File: src/rtl/ring_pkg.sv
// Shared ring definitions: ring geometry constants and the loader request record.
// Used by ring_byte_loader, its request FIFO, the ring itself and their benches.
package ring_pkg;

    localparam int unsigned RING_WORD_COUNT = 22;
    localparam int unsigned BITS_PER_WORD   = 8;
    localparam int unsigned RING_SLOT_W     = $clog2(RING_WORD_COUNT);

    typedef struct packed {
        logic [RING_SLOT_W-1:0]   slot;
        logic [BITS_PER_WORD-1:0] data;
        logic                     fill;
    } ring_req_t;

endpackage

File: src/rtl/ring_req_fifo.sv
// Synchronous request FIFO for the ring loader: registered occupancy, sync active-high reset.
// Pushes while full and pops while empty are ignored.
module ring_req_fifo
    import ring_pkg::*;
#(
    parameter int unsigned DEPTH = 4
) (
    input  logic      clk,
    input  logic      reset,
    input  logic      push,
    input  ring_req_t wdata,
    input  logic      pop,
    output ring_req_t rdata,
    output logic      empty,
    output logic      full
);

    localparam int unsigned PTR_W = $clog2(DEPTH);

    ring_req_t        mem [DEPTH];
    logic [PTR_W-1:0] wptr_q;
    logic [PTR_W-1:0] rptr_q;
    logic [PTR_W:0]   count_q;
    logic             do_push;
    logic             do_pop;

    assign empty   = (count_q == '0);
    assign full    = (count_q == (PTR_W+1)'(DEPTH));
    assign do_push = push && !full;
    assign do_pop  = pop && !empty;
    assign rdata   = mem[rptr_q];

    always_ff @(posedge clk) begin
        if (reset) begin
            wptr_q  <= '0;
            rptr_q  <= '0;
            count_q <= '0;
        end else begin
            if (do_push) begin
                wptr_q <= wptr_q + PTR_W'(1);
            end
            if (do_pop) begin
                rptr_q <= rptr_q + PTR_W'(1);
            end
            if (do_push && !do_pop) begin
                count_q <= count_q + (PTR_W+1)'(1);
            end else if (do_pop && !do_push) begin
                count_q <= count_q - (PTR_W+1)'(1);
            end
        end
    end

    always_ff @(posedge clk) begin
        if (do_push) begin
            mem[wptr_q] <= wdata;
        end
    end

endmodule

File: src/rtl/ring_byte_loader.sv
// Host-side writer for the rotating byte ring: queues (slot, byte) requests and serialises each
// into write/din while its slot is in the write window. RING_LOADER_FILL_EN adds whole-ring fill.
module ring_byte_loader
    import ring_pkg::*;
#(
    parameter int unsigned WORD_COUNT = RING_WORD_COUNT,
    parameter int unsigned FIFO_DEPTH = 4,
    parameter int unsigned SLOT_W     = $clog2(WORD_COUNT)
) (
    input  logic              clk,
    input  logic              reset,
    input  logic              in_valid,
    output logic              in_ready,
    input  logic [SLOT_W-1:0] in_slot,
    input  logic [7:0]        in_data,
`ifdef RING_LOADER_FILL_EN
    input  logic              in_fill,
`endif
    output logic              ring_write,
    output logic              ring_din,
    output logic              busy
);

    localparam logic [0:0] ST_IDLE = 1'b0;
    localparam logic [0:0] ST_SEND = 1'b1;

    logic [2:0]        phase_q;
    logic [SLOT_W-1:0] head_q;
    logic [0:0]        state_q;
    logic [0:0]        state_d;
    logic              write_d;
    logic              din_d;
    ring_req_t         req_in;
    ring_req_t         req_head;
    logic              fifo_push;
    logic              fifo_pop;
    logic              fifo_empty;
    logic              fifo_full;
    logic              slot_ok;
    logic              start;
    logic              frame_done;
    logic              last_bit;

    assign in_ready = !fifo_full && !reset;
    assign slot_ok  = 32'(in_slot) < WORD_COUNT;

    always_comb begin
        req_in      = '0;
        req_in.slot = RING_SLOT_W'(in_slot);
        req_in.data = in_data;
`ifdef RING_LOADER_FILL_EN
        req_in.fill = in_fill;
`endif
    end

    // Out-of-range slots are accepted but never queued, so they can never transmit.
    assign fifo_push = in_valid && in_ready && (slot_ok || req_in.fill);
    assign fifo_pop  = last_bit;

    ring_req_fifo #(
        .DEPTH (FIFO_DEPTH)
    ) u_fifo (
        .clk   (clk),
        .reset (reset),
        .push  (fifo_push),
        .wdata (req_in),
        .pop   (fifo_pop),
        .rdata (req_head),
        .empty (fifo_empty),
        .full  (fifo_full)
    );

    // Lock-step mirror of the ring: phase/head name the bit registered at the next edge.
    always_ff @(posedge clk) begin
        if (reset) begin
            phase_q <= 3'd1;
            head_q  <= '0;
        end else begin
            phase_q <= phase_q + 3'd1;
            if (phase_q == 3'd7) begin
                head_q <= (head_q == SLOT_W'(WORD_COUNT - 1)) ? '0 : head_q + SLOT_W'(1);
            end
        end
    end

`ifdef RING_LOADER_FILL_EN
    logic [SLOT_W-1:0] frame_q;

    assign start = (state_q == ST_IDLE) && !fifo_empty && (phase_q == 3'd0) &&
                   (req_head.fill || (SLOT_W'(req_head.slot) == head_q));
    assign frame_done = !req_head.fill || (frame_q == SLOT_W'(WORD_COUNT - 1));

    always_ff @(posedge clk) begin
        if (reset || (state_q == ST_IDLE)) begin
            frame_q <= '0;
        end else if (phase_q == 3'd7) begin
            frame_q <= frame_q + SLOT_W'(1);
        end
    end
`else
    logic unused_fill;

    assign unused_fill = req_head.fill;
    assign start = (state_q == ST_IDLE) && !fifo_empty && (phase_q == 3'd0) &&
                   (SLOT_W'(req_head.slot) == head_q);
    assign frame_done = 1'b1;
`endif

    assign last_bit = (state_q == ST_SEND) && (phase_q == 3'd7) && frame_done;

    always_comb begin
        state_d = state_q;
        write_d = 1'b0;
        din_d   = 1'b0;
        if (start) begin
            state_d = ST_SEND;
            write_d = 1'b1;
            din_d   = req_head.data[phase_q];
        end else if (state_q == ST_SEND) begin
            write_d = 1'b1;
            din_d   = req_head.data[phase_q];
            if (last_bit) begin
                state_d = ST_IDLE;
            end
        end
    end

    always_ff @(posedge clk) begin
        if (reset) begin
            state_q    <= ST_IDLE;
            ring_write <= 1'b0;
            ring_din   <= 1'b0;
        end else begin
            state_q    <= state_d;
            ring_write <= write_d;
            ring_din   <= din_d;
        end
    end

    // ring_write covers the final bit still on the pins after the pop.
    assign busy = !fifo_empty || (state_q == ST_SEND) || ring_write;

endmodule

File: config.mk
export PLATFORM = sky130hd
export DESIGN_NAME = ring_byte_loader
export DESIGN_NICKNAME = d
export VERILOG_FILES = /design/src/rtl/ring_pkg.sv /design/src/rtl/ring_req_fifo.sv /design/src/rtl/ring_byte_loader.sv
export SDC_FILE = /design/constraint.sdc
export NUM_CORES = 1
export LEC_CHECK = 0
export ABC_CLOCK_PERIOD_IN_PS = 6640
export CAP_MARGIN = 10
export CORE_ASPECT_RATIO = 1.4
export CORE_MARGIN = 1
export CORE_UTILIZATION = 45
export CTS_CLUSTER_DIAMETER = 150
export DETAILED_ROUTE_END_ITERATION = 10
export DONT_BUFFER_PORTS = 1
export GPL_TIMING_DRIVEN = 0
export SYNTH_ARGS = -nofsm -noshare
export SYNTH_HDL_FRONTEND = slang
export SYNTH_HIERARCHICAL = 1
export SYNTH_SLANG_ARGS = --single-unit
File: constraint.sdc
create_clock -name clk -period 6.64 [get_ports clk]
set_clock_uncertainty 0.05 [all_clocks]
set_input_delay 1.66 -clock clk [delete_from_list [all_inputs] [get_ports clk]]
set_output_delay 1.66 -clock clk [all_outputs]
set_load 0.005 [all_outputs]
==> results_dict.tcl, run 1 <==
set metrics [dict create \
    ctsResizeCount 0 \
    r2r_slack_ns 3.91 \
    antenna_found_initial 0 \
    ff2ff_path_depth 12 \
    worstHoldPathType "register to register" \
    r2r_start "u_fifo/count_q[0]" \
    vias 1460 \
    arrival_ns 1.85 \
    clock.fmax_mhz 281 \
    setup_viol 0 \
    ff_latch_area_um2 1960 \
    drive_above_1_share_pct 19.6 \
    die_x_um 70.6 \
    coreArea_um2 6300 \
    critPathCaptureType "primary output" \
    hold_slack_ns 0.453 \
    nFillCells 527 \
    path_cells "nor2_1" \
    wl_mm 4.87 \
    cp.required_ns 4.93 \
    insertion_delay_ns 0.33 \
    viasPerCell 5.49 \
    ys_warn_count 6 \
    cp-start-kind "primary input" \
    maxCapViolations 0 \
    leakagePower_nw 1.13 \
    critPathKind "primary input to primary output" \
    final_antenna_net_count 0 \
    drc 2 \
    worst-path-max-fanout 6 \
    worst_pin_slew_ns 0.752 \
    cts_root_buf "clkbuf_8" \
    violations "DRC" \
    start_util_pct 47.1 \
    rows 34 \
    rsz0062_at_grt "false" \
    critPathBufInv 0 \
    fin_crit_ns 3.56 \
    slowest_delay_ns 0.19 \
    cts_setup_buffers 0 \
    pin_count 20 \
    cts.reportedPaths.clkPinSlew_ns 0.07 \
    peakVddDrop_mv 0.217 \
    hp-start "phase_q[0]" \
    grt_overflow 0 \
    area_growth_pct 10.1 \
    syn-cell-area_um2 2960 \
    cts_buffer_depth 2 \
    die_h_um 98.0 \
    hold_depth 1 \
    cp.depth 1 \
    hpwlAfterDp_mm 3.42 \
    gp_congestion 0.753 \
    hold_viol 0 \
    cts_max_level 3 \
    clkSinkCount 72 \
    syn_inst 178 \
    io_buffers 0 \
    grt_max_degree 14 \
    crit_family "simple AND/OR/NAND/NOR gates" \
    syn_avg_cell_area_um2 16.7 \
    diodes 0 \
    crit_path_top_delay_cell "nor2_1" \
    die_area_um2 6920 \
    drtIter0Drc 51 \
    r2r_end "u_fifo/count_q[2]" \
    first_global_vias 1598 \
    final_net_count 216 \
    slew_headroom_pct 49.9 \
    p_per_area_nw_per_um2 276 \
    min_to "phase_q[0]" \
    cts_tree "built" \
    avgRoutedWirePerCell_um 18.3 \
    fin_crit_sh_pct 53.6 \
    grt_first_pass_wirelength_mm 7.87 \
    track_usage_pct 15.8 \
    dr.pass1.iters 7 \
    cts.hold.buffers_added 0 \
    syn_nets 205 \
    cts_buffers 9 \
    fin_tns_setup_ns 0 \
    status "complete, but fails checks" \
    finalMaxSlewViolations 0 \
    multi_input_area_um2 925 \
]
==> power by group <==
part | switching, mW | internal [mW]
Clock | 0.151 | 0.208
Combinational | 0.0208 | 0.0196
Sequential | 0.00940 | 0.492
==> worst max-delay path by stage <==
stage | startpoint | end
after floorplan | reset | u_fifo/count_q[2]
after global placement | reset | u_fifo/count_q[2]
after detailed placement | reset | u_fifo/count_q[2]
after CTS | reset | in_ready
after global routing | reset | in_ready
final | reset | in_ready
==> per-stage QoR <==
stage | utilization [%] | total power [mW] | instance area, um^2 | setup slack (ns) | instances
2_1_floorplan | - | 0.541 | 2960 | 3.12 | 178
3_3_place_gp | 48.5 | 0.549 | 3050 | 2.92 | 250
3_5_place_dp | 48.5 | 0.553 | 3050 | 2.85 | 250
4_1_cts | 51.8 | 0.913 | 3260 | 3.08 | 266
5_1_grt | 51.8 | 0.935 | 3260 | 3.07 | 266
6_report | 51.8 | 0.901 | 3260 | 3.08 | 266
==> sequential cells by signal, summed over array words and instances (netlist names), named ones only <==
name / flops
ring_write: 1
u_fifo/wptr_q: 2
head_q: 5
u_fifo/mem: 52
ring_din: 1
u_fifo/count_q: 3
state_q: 1
u_fifo/rptr_q: 2
phase_q: 3
==> cell usage in the layout (no fill, tap or decap) <==
cell / count
a22oi_1: 1
dfxtp_1: 20
or3_1: 2
mux2i_1: 3
o21ai_0: 3
buf_12: 1
mux4_2: 15
clkinv_1: 2
inv_1: 9
nor3_1: 2
nor4_2: 1
buf_2: 1
clkinv_2: 2
clkbuf_1: 2
or3b_2: 1
and2_1: 4
a211oi_1: 1
clkinv_4: 1
xnor2_1: 1
edfxtp_1: 52
o311ai_1: 1
nor3b_4: 1
buf_6: 1
bufinv_16: 2
or4b_1: 1
nand4_1: 3
o31ai_2: 1
nor2b_1: 2
and2_2: 1
ha_1: 10
nor2_2: 1
xor2_1: 12
fa_1: 1
a21oi_1: 4
nand2b_1: 2
a21o_1: 1
nor2_1: 13
clkbuf_8: 9
nand2_1: 4
==> metal layers <==
layer	share of wire (%)	routed length [um]	global-route usage, %
met3	4.2	205	4.85
met5	0	0	0
met2	54	2650	28.0
met1	38	1870	15.9
met4	2.8	137	10.0
==> area by class of cell <==
type | instances | area share, %
Multi-Input combinational cell | 92 | 28.3
Sequential cell | 72 | 60.1
Tap cell | 72 | 2.76
Inverter | 9 | 1.03
Clock inverter | 7 | 2.64
Clock buffer | 9 | 3.79
Buffer | 5 | 1.34
No activity file was read; power rests on OpenSTA's default activity.
==> inputs of run 2 (changes only) <==
Settings changed: ABC_AREA set to 1, ABC_CLOCK_PERIOD_IN_PS 6640 to 3600.
Clock period 6.64 ns to 3.6 ns, I/O delays scaled along.
==> run 2 against run 1 <==
Against the previous run: the flow now finishes without violations; hold slack got worse by 0.0094 ns; via count increased by 40%; combinational power increased by 140%; critical path depth increased by 8; cell count increased by 58%; cell area increased by 9.6%; first-iteration DRC count increased by 78%; critical endpoint is now u_fifo/mem[0][6]; register-to-register slack got worse by 2.8 ns; highest routed layer unchanged; global-route usage increased by 2.8 points; largest power group unchanged.
==> results_dict.tcl, run 2 <==
set metrics [dict create \
    worst-path-max-fanout 8 \
    cp.required_ns 3.61 \
    rsz0062_at_grt "false" \
    leakagePower_nw 1.37 \
    pin_count 20 \
    critPathCaptureType "register" \
    syn_inst 304 \
    rows 36 \
    area_growth_pct 10.5 \
    r2r_end "u_fifo/mem[0][6]" \
    path_cells "nor2_4, nand2_2, inv_1, nor2_1, nand2_1, a21oi_1, nand2_4, nor2_1, buf_4" \
    cts.reportedPaths.clkPinSlew_ns 0.07 \
    insertion_delay_ns 0.34 \
    fin_crit_sh_pct 70.4 \
    switchingPower_mw 0.360 \
    grt_first_pass_wirelength_mm 10.0 \
    r2r_slack_ns 1.06 \
    die_h_um 102 \
    antenna_found_initial 0 \
    dp.cells 400 \
    coreArea_um2 6980 \
    largest_register_ffs 52 \
    cpMostUsedCell "nor2_1" \
    diodes 0 \
    hold_viol 0 \
    viasPerCell 4.88 \
    p_per_area_nw_per_um2 454 \
    die_area_um2 7540 \
    hpwlAfterDp_mm 4.19 \
    netSwitchingFraction_pct 22.2 \
    slowest_delay_ns 0.59 \
    r2r_start "u_fifo/count_q[0]" \
    first_global_vias 2137 \
    layout_common_cells "54 x nor2_1, 52 x edfxtp_1, 43 x nand2_1" \
    worstHoldPathType "register to register" \
    cts_setup_buffers 0 \
    slew_headroom_pct 49.2 \
    final_antenna_net_count 0 \
    largest_register "u_fifo/mem" \
    pwr-share-comb_pct 6.0 \
    die_x_um 73.7 \
    syn_nets 331 \
    nFillCells 641 \
    gp_congestion 0.753 \
    final_common_cell "nor2_1" \
    crit_path_top_delay_cell "nor2_1" \
    seqPwrFrac_pct 57.0 \
    finalMaxSlewViolations 0 \
    ff2ff_path_depth 9 \
    clkPwrFrac_pct 37.0 \
    arrival_ns 2.54 \
    final_net_count 346 \
    power_mw 1.62 \
    cts_buffer_depth 2 \
    ys_warn_count 6 \
    cp-start-kind "register" \
    avgRoutedWirePerCell_um 14.2 \
    worst_pin_slew_ns 0.759 \
    grt_overflow 0 \
    fin_util_pct 51.3 \
    setup_viol 0 \
    cts_root_buf "clkbuf_8" \
    ctsResizeCount 0 \
    cts_tree "built" \
    drtIter0Drc 91 \
    status "finished, final reports clean" \
    fin_cells 419 \
    maxCapViolations 0 \
    clock.fmax_mhz 394 \
    critPathKind "register to register" \
    cts_buffers 9 \
    cts.hold.buffers_added 0 \
    syn_avg_cell_area_um2 10.7 \
    syn-cell-area_um2 3240 \
    peakVddDrop_mv 0.335 \
    startpoint "u_fifo/count_q[0]" \
    power.internal_mw 1.26 \
    worst_slack_ns 1.06 \
    track_usage_pct 18.6 \
    drc 0 \
    io_buffers 0 \
    fin_tns_setup_ns 0 \
    clkSinkCount 72 \
    wl_mm 5.97 \
    start_util_pct 46.4 \
    dr.pass1.iters 4 \
    cts_max_level 3 \
    vias 2045 \
    reg_top3 "u_fifo/mem: 52 flops, head_q: 5 flops" \
    fin_crit_ns 2.54 \
    crit_end "u_fifo/mem[0][6]" \
    drive_above_1_share_pct 17.6 \
    place_ws_ns 0.541 \
    grt_max_degree 14 \
]
[run 2: power by group through the flow]
stage	Sequential [mW]	Combinational, mW	Clock [mW]
finish	0.925	0.0969	0.602
global placement	0.944	0.0951	0
floorplan	0.940	0.0770	0
CTS	0.926	0.0980	0.625
detailed placement	0.944	0.0975	0
global route	0.927	0.115	0.656
[run 2: routing by layer]
metal	GRT usage, %	up-vias	routed length, um
li1	-	1047	-
met1	20.1	964	2480
met2	33.0	24	3180
met3	4.64	10	175
met4	9.91	0	125
met5	0	-	0
[run 2: final cells by class]
class	count	area, um^2	area share (%)
Tap cell	95	119	3.32
Inverter	40	150	4.20
Sequential cell	72	1960	54.8
Clock inverter	6	60.1	1.68
Clock buffer	10	128	3.57
Timing Repair Buffer	4	33.8	0.944
Buffer	7	81.3	2.27
Multi-Input combinational cell	185	1040	29.2
[run 2: worst min path at each step]
stage,start,to,slack (ns),cells after the start
final,u_fifo/rptr_q[1],register,0.44,2
after global routing,u_fifo/rptr_q[0],u_fifo/rptr_q[0],0.48,2
after CTS,u_fifo/rptr_q[1],register,0.45,2
after detailed placement,u_fifo/rptr_q[0],u_fifo/rptr_q[0],0.44,2
after global placement,u_fifo/rptr_q[1],u_fifo/rptr_q[1],0.43,2
after floorplan,phase_q[0],phase_q[0],0.40,1
[run 2: metrics by stage]
step	instance area [um^2]	hold slack, ns
2_1_floorplan	3240	0.397
3_3_place_gp	3360	0.433
3_5_place_dp	3370	0.441
4_1_cts	3560	0.451
5_1_grt	3580	0.477
6_report	3580	0.444
[run 2: worst max-delay path, delay by kind of cell (launching register included)]
kind	cells	cell delay, ns
and+or+nand+nor	6	1.11
DFF	1	0.44
buffers and inverters	2	0.34
AOI/OAI and AO/OA	1	0.30
